`config.mk`:
```
export PLATFORM = sky130hd
export DESIGN_NAME = difftest_uart_arbiter
export DESIGN_NICKNAME = d
export VERILOG_FILES = /design/src/rtl/difftest_uart_arbiter.sv
export SDC_FILE = /design/constraint.sdc
export NUM_CORES = 1
export LEC_CHECK = 0
export BUFFER_PORTS_ARGS = -buffer_cell sky130_fd_sc_hd__buf_2
export CAP_MARGIN = 20
export CORE_ASPECT_RATIO = 0.5
export CORE_UTILIZATION = 50
export CTS_BUF_LIST = sky130_fd_sc_hd__clkbuf_2
export DETAILED_ROUTE_END_ITERATION = 10
export PLACE_DENSITY = 0.67
export RECOVER_POWER = 25
export SETUP_SLACK_MARGIN = 0.15
export SLEW_MARGIN = 20
export SYNTH_ARGS = -nofsm -noshare
export SYNTH_HDL_FRONTEND = slang
export SYNTH_SLANG_ARGS = --single-unit
export TNS_END_PERCENT = 30
```
`constraint.sdc`:
```
create_clock -name clock -period 7.6 [get_ports clock]
set_clock_uncertainty 0.1 [all_clocks]
set_input_delay 1.52 -clock clock [delete_from_list [all_inputs] [get_ports clock]]
set_output_delay 1.52 -clock clock [all_outputs]
set_load 0.05 [all_outputs]
```
`src/rtl/difftest_uart_arbiter.sv`:
```
// rtl/difftest_uart_arbiter.sv - merges per-core UART char streams into one output channel
//
// Purpose:
//   Each port feeds its own FIFO. A round-robin arbiter pops at most one char per cycle
//   into a single output register. With LINE_LOCK set, the grant stays on one port until
//   a '\n' is transferred or that port's FIFO has sat empty for LOCK_TIMEOUT cycles.
//   Overflowing writes are counted in per-port saturating 16-bit drop counters.
//
// Ports:
//   clock      in   clock
//   reset      in   synchronous active-high reset
//   in_valid   in   [NUM_PORTS]     per-port char strobe
//   in_ch      in   [8*NUM_PORTS]   per-port char, port p at [8p+7:8p]
//   out_valid  out  merged char valid
//   out_ch     out  [8] merged char
//   out_ready  in   consumer accepts when out_valid && out_ready
//   out_port   out  source port of out_ch
//   drop_cnt   out  [16*NUM_PORTS]  per-port dropped-char count, port p at [16p+15:16p]
//   busy       out  any FIFO non-empty or out_valid
module difftest_uart_arbiter #(
  parameter int NUM_PORTS    = 4,
  parameter int FIFO_DEPTH   = 16,
  parameter int LINE_LOCK    = 1,
  parameter int LOCK_TIMEOUT = 256
) (
  input  logic                                             clock,
  input  logic                                             reset,
  input  logic [NUM_PORTS-1:0]                             in_valid,
  input  logic [8*NUM_PORTS-1:0]                           in_ch,
  output logic                                             out_valid,
  output logic [7:0]                                       out_ch,
  input  logic                                             out_ready,
  output logic [((NUM_PORTS > 1) ? $clog2(NUM_PORTS) : 1)-1:0] out_port,
  output logic [16*NUM_PORTS-1:0]                          drop_cnt,
  output logic                                             busy
);

  localparam int PW = (NUM_PORTS > 1) ? $clog2(NUM_PORTS) : 1;
  localparam int AW = (FIFO_DEPTH > 1) ? $clog2(FIFO_DEPTH) : 1;
  localparam int CW = $clog2(FIFO_DEPTH + 1);
  localparam int TW = (LOCK_TIMEOUT > 1) ? $clog2(LOCK_TIMEOUT) : 1;
  localparam logic [CW-1:0] FULL_COUNT   = CW'(FIFO_DEPTH);
  localparam logic [TW-1:0] TIMEOUT_LAST = TW'(LOCK_TIMEOUT - 1);

  typedef enum logic {IDLE = 1'b0, LOCKED = 1'b1} state_t;

  state_t          state, state_next;
  logic [TW-1:0]   tcnt, tcnt_next;
  logic [PW-1:0]   last_grant;   // also the locked port while in LOCKED

  logic [7:0]      mem    [NUM_PORTS][FIFO_DEPTH];
  logic [AW-1:0]   rd_ptr [NUM_PORTS];
  logic [AW-1:0]   wr_ptr [NUM_PORTS];
  logic [CW-1:0]   count  [NUM_PORTS];
  logic [15:0]     drops  [NUM_PORTS];

  logic [NUM_PORTS-1:0] nonempty, push_en, pop_en;
  logic                 load, timeout_hit, pop_valid;
  logic [PW-1:0]        pop_port, cand;
  logic [7:0]           pop_ch;
  int                   sum;

  // Fullness uses the start-of-cycle count, so a same-cycle pop never frees a slot.
  always_comb begin
    for (int p = 0; p < NUM_PORTS; p++) begin
      nonempty[p] = (count[p] != '0);
      push_en[p]  = in_valid[p] && (count[p] != FULL_COUNT);
    end
  end

  always_comb begin
    load        = !out_valid || out_ready;
    // On the last timeout cycle the lock is ignored so another port can win right away.
    timeout_hit = (state == LOCKED) && !nonempty[last_grant] && (tcnt == TIMEOUT_LAST);
    pop_valid   = 1'b0;
    pop_port    = last_grant;
    sum         = 0;
    cand        = '0;
    if (load) begin
      if (state == LOCKED && !timeout_hit) begin
        pop_valid = nonempty[last_grant];
      end else begin
        // Descending scan: the last hit is the nearest port after last_grant.
        for (int i = NUM_PORTS; i >= 1; i--) begin
          sum = int'(last_grant) + i;
          if (sum >= NUM_PORTS) sum = sum - NUM_PORTS;
          cand = PW'(sum);
          if (nonempty[cand]) begin
            pop_valid = 1'b1;
            pop_port  = cand;
          end
        end
      end
    end
    pop_ch = mem[pop_port][rd_ptr[pop_port]];

    state_next = state;
    tcnt_next  = tcnt;
    if (pop_valid) begin
      tcnt_next = '0;
      if (LINE_LOCK != 0 && pop_ch != 8'h0A) state_next = LOCKED;
      else                                   state_next = IDLE;
    end else if (state == LOCKED) begin
      if (timeout_hit) begin
        state_next = IDLE;
        tcnt_next  = '0;
      end else if (!nonempty[last_grant]) begin
        tcnt_next = tcnt + TW'(1);
      end
    end
  end

  always_comb begin
    for (int p = 0; p < NUM_PORTS; p++) begin
      pop_en[p] = pop_valid && (pop_port == PW'(p));
    end
  end

  always_ff @(posedge clock) begin
    if (reset) begin
      state      <= IDLE;
      tcnt       <= '0;
      last_grant <= '0;
      out_valid  <= 1'b0;
      out_ch     <= 8'h00;
      out_port   <= '0;
    end else begin
      state <= state_next;
      tcnt  <= tcnt_next;
      if (pop_valid) last_grant <= pop_port;
      if (load) begin
        out_valid <= pop_valid;
        if (pop_valid) begin
          out_ch   <= pop_ch;
          out_port <= pop_port;
        end
      end
    end
  end

  always_ff @(posedge clock) begin
    for (int p = 0; p < NUM_PORTS; p++) begin
      if (reset) begin
        rd_ptr[p] <= '0;
        wr_ptr[p] <= '0;
        count[p]  <= '0;
        drops[p]  <= 16'h0000;
      end else begin
        if (push_en[p]) wr_ptr[p] <= wr_ptr[p] + AW'(1);
        if (pop_en[p])  rd_ptr[p] <= rd_ptr[p] + AW'(1);
        case ({push_en[p], pop_en[p]})
          2'b10:   count[p] <= count[p] + CW'(1);
          2'b01:   count[p] <= count[p] - CW'(1);
          default: count[p] <= count[p];
        endcase
        if (in_valid[p] && !push_en[p] && drops[p] != 16'hFFFF) drops[p] <= drops[p] + 16'd1;
      end
    end
  end

  // Storage needs no reset: pointers and counts define what is valid.
  always_ff @(posedge clock) begin
    for (int p = 0; p < NUM_PORTS; p++) begin
      if (push_en[p]) mem[p][wr_ptr[p]] <= in_ch[8*p +: 8];
    end
  end

  for (genvar g = 0; g < NUM_PORTS; g++) begin : g_drop
    assign drop_cnt[16*g +: 16] = drops[g];
  end

  assign busy = (|nonempty) || out_valid;

endmodule
```
==> metrics.txt <==
status complete, no violations; Detailed Place HPWL 55.8 mm; Vias 18,700; unrepaired setup endpoints after global routing no; Arrival @ worst endpoint 7.05 ns; Cells after Synth 2,018; DP Area 30,200 µm²; area growth from synthesis to layout 9.00%; initial antenna violation count 8; Clock Latency Late Sink 1.16 ns; Die Area 58,700 µm²; Layout Cells excl Fill 3,073; drt drc 0; row count 61; Yosys cell types 75; EDFF count, synth 628; crit path capture type register; die width 342 µm; Net count, final 2,289; mux cell area share after synthesis 8.16%; number of I/O port buffers 114; CTS tree built; ANT nets after route 0; CP startpoint out_port[0]$_SDFFE_PP0P_; max-cap viol count 0; CP Max Fanout 31; Synth Area in Compound Gates 4.73%; root buffer cell clkbuf_2; setup TNS 0 ns; fmax 162 MHz; Reg2Reg Depth 14; clk sinks 648; xor/xnor cell area share of the yosys netlist 2.70%; setup ws final 1.44 ns; Starting DRT DRC Count 2,229; largest net degree at the start of global routing 63; flops & latches, synth 648; vias per cell 6.07; Die Y 172 µm; Synth Area in Adders 1.86%; post-CTS setup buffer count 0; Worst-Margin Slew 1.31 ns; total track usage 28.5%; yosys warns 0; WHS 0.419 ns; clock buffer depth 3; Post-Syn Area 28,900 µm²; WS Path Type reg -> reg; CTS H-tree depth 4; layout cells sized above 1 21.4%; gr ovfl total 0; final hold vios 0; Max rail drop VDD 0.000271 V; sequential fraction of the synthesis area 66.7%; asr flop ratio synth 0%; Place WS 1.39 ns; core footprint 56,300 µm²; initial cell density of the core 51.3%; gp weighted congestion 0.894; minimum clock period 6.16 ns; Final Setup Violations 0; max-slew violations 0; CTS resizes 0; vias in the first global route 17,800; io pins 115; post-synthesis average cell area 14.3 µm²; Relative slew margins 12.7%; CTS buffer count 147; Post-Synth Simple-Gate Area 13.2%; crit share post-route 81.1%; pwr dens 365 nW/µm²; setup slack, reg-to-reg 1.44 ns; leakage 0.0109 µW; global-route wire length before repair 119 mm; main combinational cell family by area after synthesis simple AND/OR/NAND/NOR gates; DR WL/cell 27.2 µm; reg2reg end state$_SDFF_PP0_; Placed Cells 2,813; Min-Delay Path Class reg -> reg; hold buffers post-CTS 0; Startpoint Class register; WP data required 8.48 ns; DRT Pass-1 Iters 5; FF-to-FF Start out_port[0]$_SDFFE_PP0P_; crit path to state$_SDFF_PP0_; most used flip-flop cell after synthesis edfxtp_1; Final Cell Area 31,500 µm²; final wirelength 83.6 mm; Clock transition at path regs 0.11 ns; Net Count, Synth 2,100
-- where the power goes --
part | total, µW | switching, µW | internal, µW
logic | 4760 | 3150 | 1610
registers | 4480 | 290 | 4200
clock network | 2240 | 1410 | 828
total | 11500 | 4850 | 6630
-- cells by family (layout without fill, tap and decap cells) --
family / Yosys count / after routing
buf+inv: 154 / 452
other cells: 0 / 1
compound gates: 175 / 175
fa+ha+maj: 43 / 43
flops: 648 / 648
simple gates: 756 / 756
mux: 153 / 153
xor+xnor: 89 / 89
-- critical path: stages, from the launching register on --
cell and delay [ns]:
dfxtp_1 0.91, inv_2 0.37, mux2i_1 0.25, o221a_2 0.42
nor4_4 0.82, or2_4 0.62, mux2i_1 0.31, mux2i_1 0.13
buf_4 0.26, nor2_1 0.64, nand3_1 0.31, o31ai_1 0.20
or3_1 0.31, nand4_1 0.14, o31a_1 0.25
-- metrics by stage --
step	total power [µW]	util, %
3_5_place_dp	9190	53.6
6_report	11500	55.9
3_3_place_gp	9180	53.6
4_1_cts	11400	55.9
2_1_floorplan	7660	-
5_1_grt	11900	55.9
-- worst min path at each step --
stage / start / to / slack (ns) / cells after the start
floorplan: tcnt[7]$_SDFFE_PP0P_ / tcnt[7]$_SDFFE_PP0P_ / 0.38 / 2
global placement: tcnt[7]$_SDFFE_PP0P_ / tcnt[7]$_SDFFE_PP0P_ / 0.40 / 2
detailed placement: out_ch[2]$_SDFFE_PP0P_ / out_ch[2]$_SDFFE_PP0P_ / 0.41 / 2
CTS: out_ch[2]$_SDFFE_PP0P_ / out_ch[2]$_SDFFE_PP0P_ / 0.43 / 2
global route: out_ch[3]$_SDFFE_PP0P_ / out_ch[3]$_SDFFE_PP0P_ / 0.48 / 2
finish: out_ch[3]$_SDFFE_PP0P_ / out_ch[3]$_SDFFE_PP0P_ / 0.42 / 2
-- metal layers --
| metal | up-vias | wire length [µm] | global-route usage (%) |
|---|---|---|---|
| met5 | - | 13 | 0 |
| met4 | 2 | 3350 | 11.6 |
| met3 | 185 | 9750 | 8.04 |
| met2 | 1094 | 37600 | 44.0 |
| met1 | 9281 | 32900 | 38.3 |
| li1 | 8100 | - | - |
-- flip-flops by register name, summed over array words and instances (netlist names) --
register,cells
state,1
out_valid,1
rd_ptr,16
out_port,2
tcnt,8
out_ch,8
drops,64
wr_ptr,16
count,20
mem,512
-- cells in the mapped netlist, drive strengths merged (20+ instances only) --
cell | n | share of area, %
edfxtp | 628 | 65
nand2 | 246 | 3.2
nor2 | 162 | 2.1
mux2i | 82 | 2.9
nand3 | 77 | 1.3
mux4 | 64 | 5.0
clkbuf | 62 | 0.82
nor3 | 58 | 1.1
xor2 | 54 | 1.6
buf | 51 | 1.3
ha | 43 | 1.9
and3 | 42 | 0.91
inv | 41 | 0.53
a211oi | 39 | 1.0
a311oi | 37 | 1.1
xnor2 | 35 | 1.1
and2 | 32 | 0.69
nor4 | 29 | 1.0
nand2b | 26 | 0.56
nor3b | 24 | 0.62
dfxtp | 20 | 1.4
-- placed cells by master (no fill, tap or decap), types with 51 or more instances in the layout --
cell type	synthesis	routed
mux4_2	64	64
buf_2	19	89
xor2_1	54	54
nand3_1	77	77
edfxtp_1	628	628
nand2_1	246	245
mux2i_1	81	79
nor3_1	55	51
clkbuf_2	0	229
nor2_1	162	156
-- layout make-up --
| type | count | area (µm²) |
|---|---|---|
| sequential | 648 | 19300 |
| inverter | 41 | 154 |
| tap | 756 | 946 |
| fill | 4604 | 24800 |
| clock inverter | 29 | 165 |
| antenna | 1 | 2.50 |
| clock buffer | 229 | 1150 |
| multi-input combinational | 1216 | 8940 |
| timing repair buffer | 153 | 845 |
Power figures use the tool's default switching activity.
